`src/rtl/mtr_pkg.sv`:
```
// Shared motor-command types and constants for the PWM command decoder.
// The command is an 11-bit two's complement value; the window is one PWM period.
package mtr_pkg;

    typedef logic signed [10:0] mtr_cmd_t;

    localparam int PWM_PERIOD = 1024;
    localparam int CMD_MAX    = 1023;
    localparam int CMD_MIN    = -1024;

    typedef enum logic {
        SETTLE,
        MEASURE
    } state_t;

endpackage

```
`src/rtl/pwm_cmd_decoder_if.sv`:
```
// PWM pair in, recovered command out. The master drives the PWM lines and enable;
// the slave (the decoder) returns cmd with its valid/change pulses and the fault flag.
interface pwm_cmd_decoder_if;
    import mtr_pkg::*;

    logic     en;
    logic     fwd;
    logic     rev;
    mtr_cmd_t cmd;
    logic     cmd_vld;
    logic     cmd_chg;
    logic     fault;

    modport master (
        output en,
        output fwd,
        output rev,
        input  cmd,
        input  cmd_vld,
        input  cmd_chg,
        input  fault
    );

    modport slave (
        input  en,
        input  fwd,
        input  rev,
        output cmd,
        output cmd_vld,
        output cmd_chg,
        output fault
    );

endinterface

```
`src/rtl/pwm_cmd_decoder_hi_time_cnt.sv`:
```
// hi_time_cnt: counts high cycles of one line; o_total includes the current sample.
// Latency: o_total is combinational on i_in; clearing takes effect next cycle. No backpressure.
// Clear has priority so the cycle after a window end always starts from zero.
module hi_time_cnt #(
    parameter int CNT_W = 11
) (
    input  logic             i_clk,
    input  logic             i_rst_n,
    input  logic             i_clr,
    input  logic             i_in,
    output logic [CNT_W:0]   o_total
);

    logic [CNT_W:0] r_cnt;

    assign o_total = r_cnt + {{CNT_W{1'b0}}, i_in};

    always_ff @(posedge i_clk) begin
        if (!i_rst_n) begin
            r_cnt <= '0;
        end else if (i_clr) begin
            r_cnt <= '0;
        end else begin
            r_cnt <= o_total;
        end
    end

endmodule

```
`src/rtl/pwm_cmd_decoder.sv`:
```
// pwm_cmd_decoder: recovers the signed motor command from a fwd/rev PWM pair, one PERIOD window at a time.
// Latency: cmd/cmd_vld register 1 cycle after the window's last sample; first result 2*PERIOD after start.
// No backpressure: outputs are pulses. PWM_FAULT_DET_EN adds sticky shoot-through detection.
module pwm_cmd_decoder
    import mtr_pkg::*;
#(
    parameter int PERIOD = PWM_PERIOD,
    parameter int CNT_W  = 11
) (
    input  logic             clk,
    input  logic             rst_n,
    pwm_cmd_decoder_if.slave bus
);

    localparam logic [CNT_W-1:0]        L_WIN_LAST = CNT_W'(PERIOD - 1);
    localparam logic signed [CNT_W+1:0] L_MAX      = (CNT_W + 2)'(CMD_MAX);
    localparam logic signed [CNT_W+1:0] L_MIN      = (CNT_W + 2)'(CMD_MIN);

    state_t                  r_state;
    logic [CNT_W-1:0]        r_win_cnt;
    mtr_cmd_t                r_cmd;
    logic                    r_vld;
    logic                    r_chg;

    logic                    w_term;
    logic                    w_clr;
    logic                    w_hold;
    logic [CNT_W:0]          w_fwd_tot;
    logic [CNT_W:0]          w_rev_tot;
    logic signed [CNT_W+1:0] w_diff;
    mtr_cmd_t                w_sat;

    assign w_term = bus.en && (r_win_cnt == L_WIN_LAST);
    assign w_clr  = !bus.en || w_term;

    hi_time_cnt #(.CNT_W(CNT_W)) u_fwd_cnt (
        .i_clk   (clk),
        .i_rst_n (rst_n),
        .i_clr   (w_clr),
        .i_in    (bus.fwd),
        .o_total (w_fwd_tot)
    );

    hi_time_cnt #(.CNT_W(CNT_W)) u_rev_cnt (
        .i_clk   (clk),
        .i_rst_n (rst_n),
        .i_clr   (w_clr),
        .i_in    (bus.rev),
        .o_total (w_rev_tot)
    );

    // A full window of fwd gives +PERIOD, one past the positive range, hence the clamp.
    assign w_diff = $signed({1'b0, w_fwd_tot}) - $signed({1'b0, w_rev_tot});

    always_comb begin
        w_sat = w_diff[$bits(mtr_cmd_t)-1:0];
        if (w_diff > L_MAX) begin
            w_sat = mtr_cmd_t'(CMD_MAX);
        end else if (w_diff < L_MIN) begin
            w_sat = mtr_cmd_t'(CMD_MIN);
        end
    end

`ifdef PWM_FAULT_DET_EN
    logic r_fault;
    logic r_ovl;
    logic w_ovl_now;

    assign w_ovl_now = bus.fwd & bus.rev;

    always_ff @(posedge clk) begin
        if (!rst_n) begin
            r_fault <= 1'b0;
            r_ovl   <= 1'b0;
        end else begin
            if (w_ovl_now) begin
                r_fault <= 1'b1;
            end
            r_ovl <= w_clr ? 1'b0 : (r_ovl | w_ovl_now);
        end
    end

    // The window that saw any overlap is not trusted: it still reports, but keeps the old cmd.
    assign w_hold    = r_ovl | w_ovl_now;
    assign bus.fault = r_fault;
`else
    assign w_hold    = 1'b0;
    assign bus.fault = 1'b0;
`endif

    always_ff @(posedge clk) begin
        if (!rst_n) begin
            r_state   <= SETTLE;
            r_win_cnt <= '0;
            r_cmd     <= '0;
            r_vld     <= 1'b0;
            r_chg     <= 1'b0;
        end else begin
            r_vld <= 1'b0;
            r_chg <= 1'b0;
            if (!bus.en) begin
                r_state   <= SETTLE;
                r_win_cnt <= '0;
            end else if (w_term) begin
                r_win_cnt <= '0;
                if (r_state == SETTLE) begin
                    r_state <= MEASURE;
                end else begin
                    r_vld <= 1'b1;
                    if (!w_hold) begin
                        r_cmd <= w_sat;
                        r_chg <= (w_sat != r_cmd);
                    end
                end
            end else begin
                r_win_cnt <= r_win_cnt + CNT_W'(1);
            end
        end
    end

    assign bus.cmd     = r_cmd;
    assign bus.cmd_vld = r_vld;
    assign bus.cmd_chg = r_chg;

endmodule

```
`src/flat_wrapper.sv`:
```
// flat-port wrapper written by rule: the top's interface ports become plain ports
module pwm_cmd_decoder_flat import mtr_pkg::*;
#(
    parameter int PERIOD = PWM_PERIOD,
    parameter int CNT_W  = 11
)
  (clk, rst_n, bus_en, bus_fwd, bus_rev, bus_cmd, bus_cmd_vld, bus_cmd_chg, bus_fault);
  pwm_cmd_decoder_if bus_i ();
  input  logic clk;
  input  logic rst_n;
  input wire logic [$bits(bus_i.en)-1:0] bus_en;
  input wire logic [$bits(bus_i.fwd)-1:0] bus_fwd;
  input wire logic [$bits(bus_i.rev)-1:0] bus_rev;
  output wire logic [$bits(bus_i.cmd)-1:0] bus_cmd;
  output wire logic [$bits(bus_i.cmd_vld)-1:0] bus_cmd_vld;
  output wire logic [$bits(bus_i.cmd_chg)-1:0] bus_cmd_chg;
  output wire logic [$bits(bus_i.fault)-1:0] bus_fault;
  assign bus_i.en = bus_en;
  assign bus_i.fwd = bus_fwd;
  assign bus_i.rev = bus_rev;
  assign bus_cmd = bus_i.cmd;
  assign bus_cmd_vld = bus_i.cmd_vld;
  assign bus_cmd_chg = bus_i.cmd_chg;
  assign bus_fault = bus_i.fault;
  pwm_cmd_decoder #(.PERIOD(PERIOD), .CNT_W(CNT_W)) u_core (.clk(clk), .rst_n(rst_n), .bus(bus_i));
endmodule
```
`config.mk`:
```
export PLATFORM = sky130hd
export DESIGN_NAME = pwm_cmd_decoder_flat
export DESIGN_NICKNAME = d
export VERILOG_FILES = /design/src/rtl/mtr_pkg.sv /design/src/rtl/pwm_cmd_decoder_if.sv /design/src/rtl/pwm_cmd_decoder_hi_time_cnt.sv /design/src/rtl/pwm_cmd_decoder.sv /design/src/flat_wrapper.sv
export SDC_FILE = /design/constraint.sdc
export NUM_CORES = 1
export LEC_CHECK = 0
export ABC_AREA = 0
export CAP_MARGIN = 10
export CORE_UTILIZATION = 35
export CTS_BUF_LIST = sky130_fd_sc_hd__clkbuf_16
export DETAILED_ROUTE_END_ITERATION = 8
export SLEW_MARGIN = 20
export SYNTH_ARGS = -nofsm -noshare
export SYNTH_HDL_FRONTEND = slang
export SYNTH_SLANG_ARGS = --single-unit
export TNS_END_PERCENT = 10
```
`constraint.sdc`:
```
create_clock -name clk -period 3.8 [get_ports clk]
set_clock_uncertainty 0.15 [all_clocks]
set_input_delay 0.57 -clock clk [delete_from_list [all_inputs] [get_ports clk]]
set_output_delay 0.57 -clock clk [all_outputs]
set_load 0.01 [all_outputs]
```
==> impl_summary.md, run 1 <==
Logic synthesis
The number of enable-type register cells in the synthesized netlist is 0. The most used flip-flop cell after synthesis is dfxtp_1. The area of the mapped netlist is 3346 sq um.

The synthesis-stage register bit count is 49. During synthesis, Yosys emitted a total of 0 warnings. The count of distinct cell types in the synthesized netlist is 87. The cell count after synthesis is 386. The async set or reset register ratio after synthesis is 0%.

The synthesized net count is 404. The fraction of the yosys area taken by sequential cells is 29.32%. Averaged over all synthesized cells, the footprint is 8.668 sq um.

Setup path
The largest individual stage delay along the critical path comes from the cell fa_2. Along the worst path, the maximum fanout reaches 4. The data arrival time at the worst-slack endpoint is 3780 ps. The length in cells of the worst reg-to-reg path is 17.

In this design, the critical path's most frequently occurring cell is buf_6. In this run the critical register-to-register path is captured at u_core.bus.cmd_chg$_SDFF_PN0_. The startpoint of the worst register-to-register path is u_core.u_fwd_cnt.r_cnt[0]$_SDFF_PP0_. The critical path goes through buf_6 -> ha_4 -> ha_4 -> inv_4 -> fa_2 -> inv_2 -> a21oi_2 -> maj3_2 -> o311ai_4 -> nor3_4 -> buf_6 -> buf_6 -> o311ai_4 -> xnor2_1 -> a211oi_2 -> o2111ai_1 -> a211oi_2 -> a31oi_1.

The category of the worst setup path launch point is an input port. The worst setup path is captured at a flip-flop. The family with the most delay on the worst path is compound AO/OA/AOI/OAI gates. The required time at the worst-slack endpoint is 3830 ps.

The type of the worst setup path is input port to flip-flop. Counting both buffers and inverters, the worst setup path holds a total of 5. The register-to-register setup slack is 80 ps. On the worst path, the slowest cell contributes a delay of 380 ps.

Floorplan
The core region is 9240 sq um. The die is 99.77 um tall. The overall die width is 99.77 um. The floorplan die area is 9954 sq um. The number of placed I/O pins is 19. Once the floorplan was initialized, standard cells occupied 36.21% of the core. Row generation in the floorplan step produced 35 rows.

Cells and area
For this run, the number of standard cells in the final layout without fillers is 613. The ratio of cells with drive above 1 in the final layout is 32.44%. The final layout contains 501 nets. The area taken by multi-input logic gates is 2447 sq um. Fill cells in the final layout number 867. 0 antenna diodes ended up in the layout. The sequential cells in the finished layout cover a total of 980.9 sq um. The post-route standard cell area excluding fillers is 4639 sq um. From synthesis to final layout, the design area changed by 38.67%.

Global route
The first-pass GRT wire length is 14010 um. The total routing resource utilization after global routing is 17.55%. The via count of the first global-routing pass is 3027. The initial antenna violation count came to 0. For this run the aggregate overflow at the end of global routing stands at 0. The largest net degree at the start of global routing is 26.

Routing
The mean routed wirelength per cell is 13.80 um. The number of design rule violations left after detail routing is 0. The wire length reported by the detailed router is 8461 um. The DRC marker count from the first detailed-route iteration is 195. The number of iterations in the first detailed-routing pass is 4. In the routed layout, each cell is associated on average with a via count of 5.150. The routed layout has 3157 vias.

The count of nets left with antenna violations once routing finished came out at 0.

STA
Setup repair after global routing could not meet its margin everywhere. For the final routed database, the setup TNS stands at 0 ps. Setup violations remaining at the end of the flow were counted as 0. The final-report max-slew violation count is 0. The pin slew with the least headroom to its limit is 555.2 ps.

The final period utilization is 98.69%. The worst hold slack is 316.1 ps. After layout, the worst setup slack is 49.69 ps.

The worst pin sits at a relative slew slack of 62.85%. Derived from the worst setup path, the maximum achievable clock frequency is 0.2666 GHz. The hold violation total from the final report is 0. The worst path in the final design needs a cycle of 3750 ps, including I/O delays and setup.

Clocking
Buffers inserted during clock tree synthesis total 5. CTS built an H-tree with a depth of 2. For this design, the CTS-stage hold fixing added 0 buffers. The clock tree from TritonCTS is done. The clock reaches the later pin of the worst-skew pair after 290 ps. The clock passes through at most 2 buffers. The cell sitting at the root of the clock tree is a clkbuf_16. The clock net in this run drives a total of 49 sinks.

After clock tree synthesis, the clock-pin slew on the worst setup and hold paths is 80 ps.

Pwr
In this run the power density over the cells is 299.0 nW/um^2. The peak supply drop is 0.1707 mV. The leakage component of the power is 1.871 nW.

Run status
The flow ran to the end, and the final reports show no timing, DRC or antenna violations.

Flow run
The tool flagged a number of max-cap violations equal to 0.

Placed design
The post-place setup slack is -665.7 ps. Port buffering added 17 buffers. The placed instances occupy a cell area of 4234 sq um. The final HPWL from detailed placement is 6588 um. Including well taps, the total number of placed cells is 597.

At the end of routability-driven placement, the weighted congestion stood at 0.8697.

Hold path
The worst hold path terminates at u_core.r_win_cnt[0]$_SDFF_PP0_. The min-delay analysis places its worst path in the category flip-flop to flip-flop. Counting instances, the worst hold path has a depth of 1. The origin of the worst min-delay path is u_core.r_win_cnt[0]$_SDFF_PP0_.
==> cell usage after synthesis, drive strengths merged, types with 3 or more instances <==
| cell type | number | share of area, % |
|---|---|---|
| o31ai | 3 | 1.1 |
| clkbuf | 6 | 0.97 |
| xor2 | 16 | 4.2 |
| buf | 5 | 1.3 |
| nor3 | 9 | 1.8 |
| o21a | 4 | 0.93 |
| nand4 | 9 | 2.1 |
| or2 | 3 | 0.56 |
| o211ai | 7 | 2.3 |
| a22oi | 3 | 0.67 |
| o21ai | 18 | 2.8 |
| inv | 15 | 1.7 |
| and3 | 5 | 0.93 |
| nand3 | 22 | 4.0 |
| and2 | 16 | 3.0 |
| o211a | 6 | 1.8 |
| o2111ai | 4 | 1.0 |
| nand2 | 27 | 3.1 |
| nand2b | 3 | 0.56 |
| a211o | 4 | 1.0 |
| nor2 | 45 | 5.1 |
| dfxtp | 49 | 29 |
| or3 | 3 | 0.60 |
| a31oi | 3 | 0.56 |
| and4 | 5 | 1.3 |
| mux2i | 3 | 0.90 |
| a21oi | 18 | 3.0 |
| ha | 12 | 4.5 |
| a211oi | 6 | 2.0 |
| xnor2 | 18 | 4.9 |
| o311ai | 3 | 1.5 |
==> worst register-to-register path, delay by kind of cell, from the launching register on <==
kind	cells	cell delay [ps]
and+or+nand+nor	1	80
adders and majority gates	4	1180
buffers and inverters	4	330
xor gates and xnor gates	1	150
AOI/OAI and AO/OA	7	1370
DFF	1	330
==> layer usage <==
metal / part of all wire (%) / track usage (%)
met5: 0 / 0
met3: 1.9 / 2.368
met4: 1.2 / 4.525
met2: 50 / 30.98
met1: 47 / 22.45
==> stage by stage <==
| step | total power [mW] | utilization (%) |
|---|---|---|
| after detailed placement | 0.8084 | 45.82 |
| final | 1.387 | 50.21 |
| after global placement | 0.8067 | 45.82 |
| after global routing | 1.443 | 50.21 |
| after CTS | 1.357 | 48.77 |
| after floorplan | 0.7118 | - |
==> what timing repair did <==
action,4_1_cts,5_1_grt
endpoints found under the hold margin,0,0
buffers inserted,3,7
endpoints found under the setup margin,11,10
pin swaps,15,29
resized for setup,20,26
==> final cells by class <==
cell class	instances	share of cell area, %
multi-input cells	310	52.75
flip-flops and latches	49	21.14
clock inverters	3	1.052
repair buffers	102	17.61
clock buffers	5	2.697
inverters	15	1.268
well taps	129	3.479
==> registers in the layout, summed over array words and instances (netlist names) <==
signal / flops
u_core.u_rev_cnt.r_cnt: 12
u_core.bus.cmd_vld: 1
u_core.r_state: 1
u_core.r_win_cnt: 11
u_core.bus.cmd_chg: 1
u_core.bus.cmd: 11
u_core.u_fwd_cnt.r_cnt: 12
==> where the power goes <==
group          total (mW)  internal (mW)  switching, mW
registers           0.518          0.515        0.00224
clock network       0.537          0.316          0.221
logic               0.333          0.175          0.157
==> cell usage in the layout, fill, tap and decap left out, drive strengths merged, types with 7 or more instances in the layout <==
cell	synthesis	layout
a21oi	18	18
and2	16	16
buf	5	85
clkbuf	6	7
clkdlybuf4s50	1	15
dfxtp	49	49
ha	12	12
inv	15	16
nand2	27	27
nand3	22	22
nand4	9	9
nor2	45	45
nor3	9	9
o211ai	7	7
o21ai	18	18
xnor2	18	18
xor2	16	16
==> worst max-delay path by stage <==
stage,start,to,slack [ps],cells after the start
finish,bus_fwd,u_core.bus.cmd_chg$_SDFF_PN0_,50,18
global route,bus_fwd,u_core.bus.cmd_chg$_SDFF_PN0_,-100,18
CTS,bus_fwd,u_core.bus.cmd_chg$_SDFF_PN0_,2,16
detailed placement,bus_rev,u_core.bus.cmd_chg$_SDFF_PN0_,-670,15
global placement,bus_fwd,u_core.bus.cmd_chg$_SDFF_PN0_,-590,17
floorplan,bus_rev,u_core.bus.cmd_chg$_SDFF_PN0_,40,13
==> cell families (layout without fill, tap and decap cells) <==
logic type | count (synthesis) | in the layout | synth area share [%]
and+or+nand+nor | 158 | 158 | 26.03
buffers and inverters | 27 | 125 | 4.263
DFF | 49 | 49 | 29.32
other | 1 | 1 | 0.1121
adders and majority gates | 15 | 15 | 5.722
AOI/OAI and AO/OA | 97 | 97 | 23.86
muxes | 5 | 5 | 1.571
xor gates and xnor gates | 34 | 34 | 9.125
Power figures use the tool's default switching activity.
==> run 2, diff against run 1 <==
Settings changed: SLEW_MARGIN 20 to unset.
==> results of run 2 <==
No change in the layout: final DEF, timing and power equal those of run 1.
